$ cat config.mk
export PLATFORM = sky130hd
export DESIGN_NAME = dcache_controller
export DESIGN_NICKNAME = d
export VERILOG_FILES = /design/src/rtl/dcache_controller.sv
export SDC_FILE = /design/constraint.sdc
export NUM_CORES = 1
export LEC_CHECK = 0
export ABC_AREA = 0
export BUFFER_PORTS_ARGS = -buffer_cell sky130_fd_sc_hd__buf_2
export CORE_MARGIN = 3
export CORE_UTILIZATION = 45
export CTS_CLUSTER_DIAMETER = 120
export DETAILED_ROUTE_END_ITERATION = 8
export GPL_TIMING_DRIVEN = 0
export PLACE_DENSITY_LB_ADDON = 0.12
export RECOVER_POWER = 100
export REMOVE_ABC_BUFFERS = 1
export SKIP_CTS_REPAIR_TIMING = 1
export SLEW_MARGIN = 20
export SYNTH_ARGS = -nofsm -noshare
export SYNTH_HDL_FRONTEND = slang
export SYNTH_SLANG_ARGS = --single-unit
$ cat constraint.sdc
create_clock -name clk -period 2.4 [get_ports clk]
set_input_delay 0.24 -clock clk [delete_from_list [all_inputs] [get_ports clk]]
set_output_delay 0.24 -clock clk [all_outputs]
set_load 0.005 [all_outputs]
$ cat src/rtl/dcache_controller.sv
// Hit/miss sequencing for a direct-mapped, write-through, no-write-allocate data cache.
// Holds the valid/tag arrays, stalls the core on misses and stores, and drives word-serial refills.
module dcache_controller #(
  parameter int ADDR_W   = 12,
  parameter int INDEX_W  = 4,
  parameter int OFFSET_W = 2,
  parameter int TAG_W    = ADDR_W - INDEX_W - OFFSET_W - 2
) (
  input  logic                clk,
  input  logic                rst_n,
  input  logic                cpu_rd,
  input  logic                cpu_wr,
  input  logic [ADDR_W-1:0]   cpu_addr,
  output logic                stall,
  output logic                hit,
  output logic                mem_rd_req,
  output logic                mem_wr_req,
  output logic [ADDR_W-1:0]   mem_addr,
  input  logic                mem_ready,
  output logic                cache_we,
  output logic [INDEX_W-1:0]  cache_index,
  output logic [OFFSET_W-1:0] cache_word,
  output logic                cache_src
);

  localparam int NLINES = 1 << INDEX_W;

  typedef enum logic [1:0] {IDLE, REFILL, WRITE} state_e;

  state_e              state_q, state_d;
  logic [OFFSET_W-1:0] cnt_q, cnt_d;
  logic [NLINES-1:0]   valid_q, valid_d;
  logic [TAG_W-1:0]    tag_q [NLINES];
  logic                fill_done;

  logic [TAG_W-1:0]    addr_tag;
  logic [INDEX_W-1:0]  addr_index;
  logic [OFFSET_W-1:0] addr_word;
  logic                addr_lsb_unused;

  assign addr_tag        = cpu_addr[ADDR_W-1 -: TAG_W];
  assign addr_index      = cpu_addr[OFFSET_W+2 +: INDEX_W];
  assign addr_word       = cpu_addr[2 +: OFFSET_W];
  assign addr_lsb_unused = ^cpu_addr[1:0];

  assign hit       = valid_q[addr_index] && (tag_q[addr_index] == addr_tag);
  assign fill_done = (state_q == REFILL) && mem_ready && (cnt_q == '1);

  always_ff @(posedge clk or negedge rst_n) begin
    if (!rst_n) begin
      state_q <= IDLE;
      cnt_q   <= '0;
      valid_q <= '0;
    end else begin
      state_q <= state_d;
      cnt_q   <= cnt_d;
      valid_q <= valid_d;
    end
  end

  // Tag storage is qualified by valid, so it needs no reset.
  always_ff @(posedge clk) begin
    if (fill_done) tag_q[addr_index] <= addr_tag;
  end

  always_comb begin
    state_d = state_q;
    cnt_d   = cnt_q;
    valid_d = valid_q;
    unique case (state_q)
      IDLE: begin
        if (cpu_wr) begin
          state_d = WRITE;
        end else if (cpu_rd && !hit) begin
          state_d = REFILL;
          cnt_d   = '0;
        end
      end
      REFILL: begin
        if (mem_ready) begin
          cnt_d = cnt_q + OFFSET_W'(1);
          if (cnt_q == '1) begin
            valid_d[addr_index] = 1'b1;
            state_d             = IDLE;
          end
        end
      end
      WRITE: begin
        if (mem_ready) state_d = IDLE;
      end
      default: state_d = IDLE;
    endcase
  end

  always_comb begin
    stall       = 1'b0;
    mem_rd_req  = 1'b0;
    mem_wr_req  = 1'b0;
    mem_addr    = '0;
    cache_we    = 1'b0;
    cache_index = addr_index;
    cache_word  = addr_word;
    cache_src   = 1'b0;
    unique case (state_q)
      IDLE: begin
        stall = cpu_wr || (cpu_rd && !hit);
      end
      REFILL: begin
        stall      = 1'b1;
        mem_rd_req = 1'b1;
        mem_addr   = {addr_tag, addr_index, cnt_q, 2'b00};
        cache_word = cnt_q;
        cache_src  = 1'b1;
        cache_we   = mem_ready;
      end
      WRITE: begin
        // Stall release depends on mem_ready, but the request strobes do not.
        stall      = !mem_ready;
        mem_wr_req = 1'b1;
        mem_addr   = {cpu_addr[ADDR_W-1:2], 2'b00};
        cache_we   = mem_ready && hit;
      end
      default: ;
    endcase
  end

endmodule
# --- Word-level counts from Yosys, hierarchy flattened ---
# Memory sizes are Yosys's and may differ from the RTL's.
# Cells that the tools add are included.
word_totals:
  register_bits: 20
  mem_bits_rw: 64
  in_bits: 17
  out_inout_bits: 24
  word_cells: 54
  mem_count: 1
mem_list:
  columns: ["name", "words", "word_bits", "read_ports", "rd_ports_with_merged_regs", "wr", "line_no", "source"]
  rows:
  - ["tag_q", 16, 4, 1, 0, 1, "33", "logic [TAG_W-1:0] tag_q [NLINES];"]
op_classes:
  add_sub_neg: 1
  n_lt_le_gt_ge: 2
  n_eq_ne: 10
  mux: 22
  n_bitwise: 1
  reduce_logical: 14
ops:
  columns: ["cell", "n"]
  rows:
  - ["12-bit one-hot mux with 2 select lines", 1]
  - ["2-bit 2-to-1 mux", 9]
  - ["16-bit bitwise OR", 1]
  - ["2-bit != test, second input constant", 4]
  - ["4-bit AND reduction", 2]
  - ["1-bit logical AND", 6]
  - ["1-bit 2-to-1 mux", 6]
  - ["2-bit one-hot mux with 3 select lines", 1]
  - ["4-bit by 5-bit less-than comparator with 1-bit output, second input constant", 1]
  - ["1-bit binary-select mux with 4-bit select", 1]
  - ["1-bit demux with 4-bit select", 1]
  - ["2-bit == test, second input constant", 2]
  - ["4-bit == test", 1]
  - ["4-bit by 1-bit >= comparator with 1-bit output, second input constant", 1]
  - ["2-bit one-hot mux with 2 select lines", 1]
  - ["3-bit != test, second input constant", 1]
  - ["1-bit one-hot mux with 3 select lines", 1]
  - ["3-bit AND reduction", 1]
  - ["2-bit by 1-bit adder with 2-bit output, second input constant", 1]
  - ["2-bit by 1-bit == test with 1-bit output, second input constant", 1]
  - ["1-bit logical NOT", 2]
  - ["2-bit logical NOT", 1]
  - ["2-bit by 1-bit != test with 1-bit output, second input constant", 1]
  - ["1-bit one-hot mux with 2 select lines", 1]
  - ["2 further kinds", 2]

# --- Longest topological paths before layout ---
# Gate-level depths: netlist of the first run.
depth:
  word_depth: 8
  depth_mapped: 10
  depth_no_buf: 8

# --- Worst setup path before layout of the first run ---
# Ideal clock, no wire load.
synth_timing:
  path_type: "input to output"
  start: "input cpu_addr[4]"
  end: "output stall"
  arrival_time_ns: 2.102
  required_time_ns: 2.160
  slack_ns: 0.058
  path_stages: 10
  n_path_buf: 3
  cell_sequence: "buf_6 -> buf_8 -> buf_2 -> mux4_2 -> a211oi_1 -> a21oi_1 -> xnor2_1 -> a21oi_1 -> o21ai_1 -> a21oi_1"
synth_between:
  elab_chain_len: 7
  elab_cells_between_ends: 9
  cone_classes: "eq/ne (1); mux (3); reduce/logical (4); memory (1)"
synth_rtl:
  columns: ["element", "line_no", "source"]
  rows:
  - ["start: declaration", "13", "input logic [ADDR_W-1:0] cpu_addr,"]
  - ["memory 16 x 4 bit / 1-bit binary-select mux with 4-bit select (equally long branches)", null, null]
  - ["4-bit == test / 1-bit 2-to-1 mux (equally long branches)", "46", "assign hit = valid_q[addr_index] && (tag_q[addr_index] == addr_tag);"]
  - ["1-bit logical AND *", "46", null]
  - ["1-bit logical NOT *", "106", "stall = cpu_wr || (cpu_rd && !hit);"]
  - ["1-bit logical AND *", "106", null]
  - ["1-bit logical OR *", "106", null]
  - ["1-bit one-hot mux with 3 select lines *", "104", "unique case (state_q)"]
  - ["end: declaration", "14", "output logic stall,"]
# Every way passes the cells marked *; elsewhere a longest branch is shown, timed or not. The select of a mux whose other input is x is not followed.

# --- Worst setup path in the final report of the first run ---
layout_timing:
  start: "register valid_q[10]"
  end: "output stall"
layout_between:
  elab_chain_len: 7
layout_rtl:
  columns: ["element", "line_no", "source"]
  rows:
  - ["start: declaration", "32", "logic [NLINES-1:0] valid_q, valid_d;"]
  - ["start signal: assignment", "57", "valid_q <= valid_d;"]
  - ["1-bit binary-select mux with 4-bit select", "46", null]
  - ["1-bit 2-to-1 mux (not written as such)", "46", null]
  - ["1-bit logical AND", "46", null]
  - ["1-bit logical NOT", "106", null]
  - ["1-bit logical AND", "106", null]
  - ["1-bit logical OR", "106", null]
  - ["1-bit one-hot mux with 3 select lines", "104", null]
# No other way between the ends. The select of a mux whose other input is x is not followed.

==> results of run 1 <==
worst min-delay path: cells and delay by family:
family | cells | cell delay (ns)
AOI/OAI and AO/OA | 1 | 0.10
buffers and inverters | 1 | 0.15
and+or+nand+nor | 1 | 0.11
where the power goes:
group | internal, mW | switching (mW)
registers | 1.60 | 0.0398
logic | 0.286 | 0.345
clock network | 0.379 | 0.523
state kept, by name, indices dropped and copies added, names as in the netlist:
name     flops
cnt_q        2
tag_q       64
valid_q     16
state_q      2
per-layer routing:
layer  share of wire  vias up  routed length (um)  track usage
met5               0        -                   0            0
met4           0.018        0                 140       0.0651
met3           0.040       10                 302       0.0283
met2            0.49       48                3700        0.255
met1            0.46     1118                3480        0.238
li1                -     1020                   -            -
area by class of cell:
class | count | area, sq um | share of cell area
clock inverter | 7 | 50.0 | 0.0115
sequential | 84 | 2420 | 0.559
multi-input combinational | 149 | 1350 | 0.311
clock buffer | 9 | 124 | 0.0286
tap | 105 | 131 | 0.0303
inverter | 7 | 26.3 | 0.00606
timing repair buffer | 41 | 231 | 0.0534
worst paths after layout:
kind,start,slack (ns),end,depth (start not counted)
setup / recovery,valid_q[10]$_DFFE_PN0P_,-0.41,stall,9
hold / removal,mem_ready,0.30,cnt_q[0]$_DFFE_PN0P_,3
setup reg to reg,valid_q[10]$_DFFE_PN0P_,-0.06,cnt_q[1]$_DFFE_PN0P_,9
hold reg to reg,valid_q[11]$_DFFE_PN0P_,0.47,valid_q[11]$_DFFE_PN0P_,1
max in group asynchronous,rst_n,1.11,cnt_q[1]$_DFFE_PN0P_,2
min in group asynchronous,rst_n,0.62,valid_q[15]$_DFFE_PN0P_,2
cell usage after synthesis (4+ instances only):
cell type	count
a22oi_1	5
nand2_1	10
nor2_1	17
ha_1	5
buf_4	7
inv_1	7
mux2i_1	15
nor3_1	4
mux4_1	9
mux4_2	8
and2_1	10
or2_2	16
nor2b_1	4
nand2b_1	4
dfrtp_1	20
edfxtp_1	64
a21oi_1	8
buf_2	9
metrics by stage:
| stage | instances | TNS (ns) |
|---|---|---|
| finish | 402 | -1.16 |
| global route | 402 | -3.52 |
| CTS | 397 | -7.13 |
| detailed placement | 381 | -8.12 |
| global placement | 381 | -6.16 |
| floorplan | 240 | 0 |
cell usage in the layout, fill, tap and decap left out, types with 5 or more instances in the layout:
cell	Yosys	routed
edfxtp_1	64	64
buf_2	9	30
dfrtp_1	20	20
or2_2	16	16
mux2i_1	15	14
nor2_1	17	13
mux4_2	8	12
nand2_1	10	10
and2_1	10	9
clkbuf_8	0	9
inv_1	7	7
a21oi_1	8	6
mux4_1	9	5
a22oi_1	5	5
cells by family (layout without fill, tap and decap cells):
kind of cell	after synthesis	count (layout)	synth area share
muxes	33	33	0.149
AOI/OAI and AO/OA	32	32	0.0585
other	1	2	0.000969
adders and majority gates	5	5	0.0162
and+or+nand+nor	73	73	0.0990
DFF	84	84	0.626
xor gates and xnor gates	4	4	0.00906
buffers and inverters	27	64	0.0408
==> impl_metrics.ini, run 1 <==
[outcome]
outcome = finished with violations
violations = setup timing

[grt]
antenna_found_initial = 0
grt_max_degree = 29
grt_pass1_vias = 2184
grt_pass1_wl_um = 12100
grt_overflow = 0
grt_usage = 0.166

[drt]
remaining_drc_errors = 0
avgRoutedWirePerCell_um = 19.0
first_iter_violations = 96
wirelength_um = 7630
drtPass1Iterations = 4
ant_nets = 0
vias = 2196
via_per_inst = 5.46

[die]
die_h_um = 98.7
chipWidth_um = 98.7
pin_count = 41
start_util = 0.466
die_area_sq_um = 9750
core_sq_um = 8300
rows = 33

[final_layout]
drive_gt1_frac = 0.330
final_area_sq_um = 4330
synthToLayoutAreaGrowth_pct = 12.0
fillers = 714
final_nets = 314
diodes = 0
utilization = 0.522

[synthesis]
async_flop_share = 0.238
ys_seq_area_frac = 0.626
synth_area_sq_um = 3870
synthDistinctLibCells = 41
synth_area_leaders = edfxtp_1 50%, dfrtp_1 13%, mux4_1 6.1%
yosysTopAreaCellShare = 0.497
synth_edf_count = 64
yosysTopAreaCell = edfxtp_1
ys_seq_elements = 84
ys.flop_type = edfxtp_1
synth.yosys.warnings = 0
syn_inst = 259
avgSynthCellArea_sq_um = 14.9

[placement]
gp_congestion = 0.778
dp_hpwl_um = 4910
postPlaceCellArea_sq_um = 4050
placement.io_buffers = 36
place_ws_ns = -0.806

[worst_setup_path]
critPathMaxStageDelay_ns = 0.52
critPathSlowestCell = mux4_2
end_kind = output port
required_ns = 2.16
crit_top_cell = mux4_2
path_buf_inv = 2
path_cells = mux4_2 > mux4_2 > o21ai_2 > a2111oi_4 > buf_4 > a21oi_4 > o21ai_1 > a21oi_1 > buf_2
crit_path_start_kind = flip-flop
crit_type = flip-flop to output port
crit_path_max_fanout = 3
cp.arrival_ns = 2.57
crit_family = multiplexers

[sta]
min_period_ns = 2.81
rsz0062_at_grt = yes
fmax_mhz = 355
worst_slack_ns = -0.414
max-slew-margin-rel = 0.261
hold_violations = 0
period_share = 1.17
hold_slack_ns = 0.295
worst_pin_slew_ns = 1.11
skew_ns = 0.0127
setup_violations = 5
drv_slew = 0

[clock_tree]
clock_path_buffers = 2
h-tree-depth = 3
cts_num_sinks = 84
cts-buffers-inserted = 9
path_clk_slew_ns = 0.09
clk_latency_ns = 0.34
root_buffer = clkbuf_8
cts_tree = built

[power]
power_mw = 3.18
ir_worst_vdd_mv = 0.440
power_density_nw_per_um2 = 733
p_leak_nw = 1.70

[flow_run]
cap_violations = 0

[hold_path]
hold_path_class = primary input to flip-flop
Power figures use the tool's default switching activity.
==> inputs of run 2 (changes only) <==
--- a/config.mk
+++ b/config.mk
@@ -16,6 +16,7 @@
 export RECOVER_POWER = 100
 export REMOVE_ABC_BUFFERS = 1
 export SKIP_CTS_REPAIR_TIMING = 1
+export SKIP_LAST_GASP = 1
 export SLEW_MARGIN = 20
 export SYNTH_ARGS = -nofsm -noshare
 export SYNTH_HDL_FRONTEND = slang
==> impl_metrics.ini, run 2 (synthesis results as in run 1) <==
[grt]
grt_usage = 0.166
grt_overflow = 0
antenna_found_initial = 0
grt_pass1_wl_um = 12100
grt_pass1_vias = 2184
grt_max_degree = 29

[clock_tree]
h-tree-depth = 3
root_buffer = clkbuf_8
clk_latency_ns = 0.34
clock_path_buffers = 2
path_clk_slew_ns = 0.09
cts_tree = built
cts-buffers-inserted = 9
cts_num_sinks = 84

[final_layout]
seqCellArea_sq_um = 2420
multi_input_area_sq_um = 1340
largest_register_ffs = 64
synthToLayoutAreaGrowth_pct = 11.8
layout_commonest_cell = edfxtp_1
reg_top3 = tag_q (64), valid_q (16)
top_register = tag_q
final_area_sq_um = 4330
diodes = 0
drive_gt1_frac = 0.327
fillers = 712
mostFrequentLayoutCells = 64 x edfxtp_1, 30 x buf_2, 20 x dfrtp_1, 16 x or2_2, 14 x mux2i_1
final_nets = 314

[worst_setup_path]
required_ns = 2.16
path_buf_inv = 2
crit_type = flip-flop to output port
crit_top_cell = mux4_2
cp.arrival_ns = 2.62
end_kind = output port
crit_path_max_fanout = 3
critPathSlowestCell = mux4_2
crit_family = multiplexers
path_cells = mux4_2 > mux4_2 > o21ai_2 > a2111oi_4 > buf_4 > a21oi_4 > o21ai_1 > a21oi_1 > buf_2
critPathMaxStageDelay_ns = 0.52
crit_path_start_kind = flip-flop

[die]
pin_count = 41
die_h_um = 98.7
chipWidth_um = 98.7
die_area_sq_um = 9750
start_util = 0.466
core_sq_um = 8300
rows = 33

[sta]
setup_violations = 5
worst_pin_slew_ns = 0.844
rsz0062_at_grt = yes
period_share = 1.19
worst_slack_ns = -0.457
hold_slack_ns = 0.293
skew_ns = 0.0139
max-slew-margin-rel = 0.437
min_period_ns = 2.86
drv_slew = 0
hold_violations = 0
fmax_mhz = 350
timing.setup.tns_ns = -1.29

[drt]
wirelength_um = 7630
vias = 2187
via_per_inst = 5.44
avgRoutedWirePerCell_um = 19.0
ant_nets = 0
drtPass1Iterations = 4
first_iter_violations = 84
remaining_drc_errors = 0

[placement]
dp_hpwl_um = 4910
postPlaceCellArea_sq_um = 4050
gp_congestion = 0.778
placement.io_buffers = 36

[power]
p_leak_nw = 1.70
ir_worst_vdd_mv = 0.439
power_density_nw_per_um2 = 733

[outcome]
outcome = finished with violations
violations = setup timing

[flow_run]
cap_violations = 0

[hold_path]
hold_path_class = primary input to flip-flop
-- run 2: power breakdown --
| part | total (mW) | internal [mW] | switching [mW] |
|---|---|---|---|
| clock | 0.898 | 0.379 | 0.519 |
| combinational | 0.629 | 0.285 | 0.344 |
| sequential | 1.64 | 1.60 | 0.0394 |
-- run 2: final timing paths --
kind | startpoint | to | slack, ns | cells past startpoint
worst min-delay path | mem_ready | cnt_q[0]$_DFFE_PN0P_ | 0.29 | 3
min in group asynchronous | rst_n | valid_q[15]$_DFFE_PN0P_ | 0.39 | 2
worst max-delay path | valid_q[11]$_DFFE_PN0P_ | stall | -0.46 | 9
worst max register to register | valid_q[11]$_DFFE_PN0P_ | cnt_q[1]$_DFFE_PN0P_ | -0.09 | 9
max in group asynchronous | rst_n | cnt_q[1]$_DFFE_PN0P_ | 1.69 | 2
worst min register to register | valid_q[11]$_DFFE_PN0P_ | valid_q[11]$_DFFE_PN0P_ | 0.48 | 1
-- run 2: stage by stage --
stage | utilization | setup slack, ns | power (mW) | cells
2_1_floorplan | - | 0.206 | 2.03 | 240
3_3_place_gp | 0.488 | -0.780 | 2.26 | 381
3_5_place_dp | 0.488 | -0.806 | 2.28 | 381
4_1_cts | 0.509 | -0.808 | 3.17 | 397
5_1_grt | 0.521 | -0.551 | 3.35 | 402
6_report | 0.521 | -0.457 | 3.17 | 402
-- run 2: metal layers --
layer | part of all wire | wire length [um] | vias up | global-route usage
met1 | 0.47 | 3570 | 1118 | 0.238
met3 | 0.028 | 213 | 11 | 0.0283
li1 | - | - | 1022 | -
met5 | 0 | 0 | - | 0
met2 | 0.48 | 3690 | 36 | 0.255
met4 | 0.020 | 150 | 0 | 0.0651
-- run 2: worst min-delay path, stage by stage --
cell,delay (ns)
buf_2,0.15
nand2_1,0.11
o311ai_2,0.10
-- run 2: final cells by class --
cell class | instances | share of cell area
Sequential cell | 84 | 0.560
Clock buffer | 9 | 0.0286
Clock inverter | 7 | 0.0116
Timing Repair Buffer | 41 | 0.0526
Multi-Input combinational cell | 149 | 0.311
Tap cell | 105 | 0.0304
Inverter | 7 | 0.00607
==> inputs of run 3 (changes only) <==
--- a/config.mk
+++ b/config.mk
@@ -9,6 +9,7 @@
 export BUFFER_PORTS_ARGS = -buffer_cell sky130_fd_sc_hd__buf_2
 export CORE_MARGIN = 3
 export CORE_UTILIZATION = 45
+export CTS_BUF_LIST = sky130_fd_sc_hd__clkbuf_8
 export CTS_CLUSTER_DIAMETER = 120
 export DETAILED_ROUTE_END_ITERATION = 8
 export GPL_TIMING_DRIVEN = 0
==> constraint.sdc (replaced) <==
create_clock -name clk -period 2.3 [get_ports clk]
set_input_delay 0.23 -clock clk [delete_from_list [all_inputs] [get_ports clk]]
set_output_delay 0.23 -clock clk [all_outputs]
set_load 0.005 [all_outputs]
==> impl_metrics.ini, run 3 (synthesis results as in run 1) <==
[outcome]
outcome = finished with violations
violations = setup timing

[power]
p_leak_nw = 1.70
ir_worst_vdd_mv = 0.476
p_clk_frac = 0.283
p_int_mw = 2.37
combPwrFrac = 0.201
p_switching_mw = 0.955
switching_share = 0.287
power_density_nw_per_um2 = 763
seqPwrFrac = 0.515

[hold_path]
hold_path_class = primary input to flip-flop

[grt]
grt_pass1_vias = 2184
grt_max_degree = 29
grt_overflow = 0
grt_usage = 0.166
antenna_found_initial = 0
grt_pass1_wl_um = 12100

[final_layout]
layout_commonest_cell = edfxtp_1
mostFrequentLayoutCells = 64 x edfxtp_1, 30 x buf_2, 20 x dfrtp_1, 16 x or2_2, 14 x mux2i_1
top_register = tag_q
synthToLayoutAreaGrowth_pct = 12.7
largest_register_ffs = 64
reg_top3 = tag_q (64), valid_q (16)
drive_gt1_frac = 0.350
final_nets = 314
final_area_sq_um = 4360
diodes = 0

[placement]
placement.io_buffers = 36
dp_hpwl_um = 4910
postPlaceCellArea_sq_um = 4050
gp_congestion = 0.778

[worst_setup_path]
crit_family = multiplexers
required_ns = 2.07
cp.arrival_ns = 2.61
crit_type = flip-flop to output port
critPathSlowestCell = mux4_2
path_buf_inv = 2
crit_path_start_kind = flip-flop
crit_path_max_fanout = 3
crit_top_cell = mux4_2
path_cells = mux4_2 > mux4_2 > o21ai_2 > a2111oi_4 > buf_4 > a21oi_4 > o21ai_1 > a21oi_1 > buf_2
critPathMaxStageDelay_ns = 0.52
end_kind = output port

[sta]
hold_slack_ns = 0.279
skew_ns = 0.0150
hold_violations = 0
worst_slack_ns = -0.536
worst_pin_slew_ns = 0.858
drv_slew = 0
fmax_mhz = 353
rsz0062_at_grt = yes
setup_violations = 18
min_period_ns = 2.84
max-slew-margin-rel = 0.428
period_share = 1.23

[die]
start_util = 0.466
die_area_sq_um = 9750
rows = 33
pin_count = 41
die_h_um = 98.7
chipWidth_um = 98.7
core_sq_um = 8300

[clock_tree]
h-tree-depth = 3
cts_num_sinks = 84
clk_latency_ns = 0.34
cts_tree = built
path_clk_slew_ns = 0.09
cts-buffers-inserted = 9
root_buffer = clkbuf_8
clock_path_buffers = 2

[drt]
vias = 2186
drtPass1Iterations = 6
via_per_inst = 5.44
ant_nets = 0
wirelength_um = 7640
avgRoutedWirePerCell_um = 19.0
first_iter_violations = 88
remaining_drc_errors = 0

[flow_run]
cap_violations = 0
==> run 3: cell count changes in the layout (fill, tap and decap cells not counted) <==
cell	delta
a22oi_2	+1
a22oi_1	-1
nor2_4	+3
nor2_1	-6
nor2_2	+3
==> run 3: per-stage QoR <==
| stage | setup WS, ns | cells | util | TNS, ns | total power, mW |
|---|---|---|---|---|---|
| after floorplan | 0.116 | 240 | - | 0 | 2.12 |
| final | -0.536 | 402 | 0.525 | -2.73 | 3.33 |
| after detailed placement | -0.886 | 381 | 0.488 | -12.95 | 2.38 |
| after global placement | -0.860 | 381 | 0.488 | -9.99 | 2.36 |
| after CTS | -0.888 | 397 | 0.509 | -12.64 | 3.31 |
| after global routing | -0.641 | 402 | 0.525 | -7.00 | 3.51 |
==> run 3: metal layers <==
metal	global-route usage	part of all wire
met1	0.238	0.48
met2	0.255	0.48
met3	0.0283	0.022
met4	0.0651	0.016
met5	0	0
==> run 3: power by group through the flow <==
stage / clock network (mW) / registers, mW / logic [mW]
finish: 0.943 / 1.71 / 0.669
floorplan: 0 / 1.74 / 0.387
global route: 1.04 / 1.72 / 0.747
detailed placement: 0 / 1.74 / 0.633
global placement: 0 / 1.74 / 0.619
CTS: 0.964 / 1.71 / 0.635
==> run 3: cell type report <==
type                       instances  area, sq um
tap                              105          131
fill                             708         3940
clock inverter                     7         50.0
timing repair buffer              41          228
inverter                           7         26.3
sequential                        84         2420
clock buffer                       9          124
multi-input combinational        149         1380
==> run 3: worst paths after layout <==
check,start,endpoint,slack [ns],depth (start not counted)
worst max-delay path,valid_q[11]$_DFFE_PN0P_,stall,-0.54,9
worst min-delay path,mem_ready,cnt_q[0]$_DFFE_PN0P_,0.28,3
worst max register to register,valid_q[11]$_DFFE_PN0P_,cnt_q[1]$_DFFE_PN0P_,-0.16,9
worst min register to register,valid_q[11]$_DFFE_PN0P_,valid_q[11]$_DFFE_PN0P_,0.47,1
max in group asynchronous,rst_n,cnt_q[1]$_DFFE_PN0P_,1.61,2
min in group asynchronous,rst_n,valid_q[15]$_DFFE_PN0P_,0.37,2
==> run 3: worst reg2reg max path, cell delays in order (launching register included) <==
cell,delay (ns)
dfrtp_1,0.38
mux4_2,0.49
mux4_2,0.52
o21ai_2,0.10
a2111oi_4,0.06
buf_4,0.18
buf_6,0.12
a211oi_4,0.20
buf_4,0.15
mux2i_1,0.19
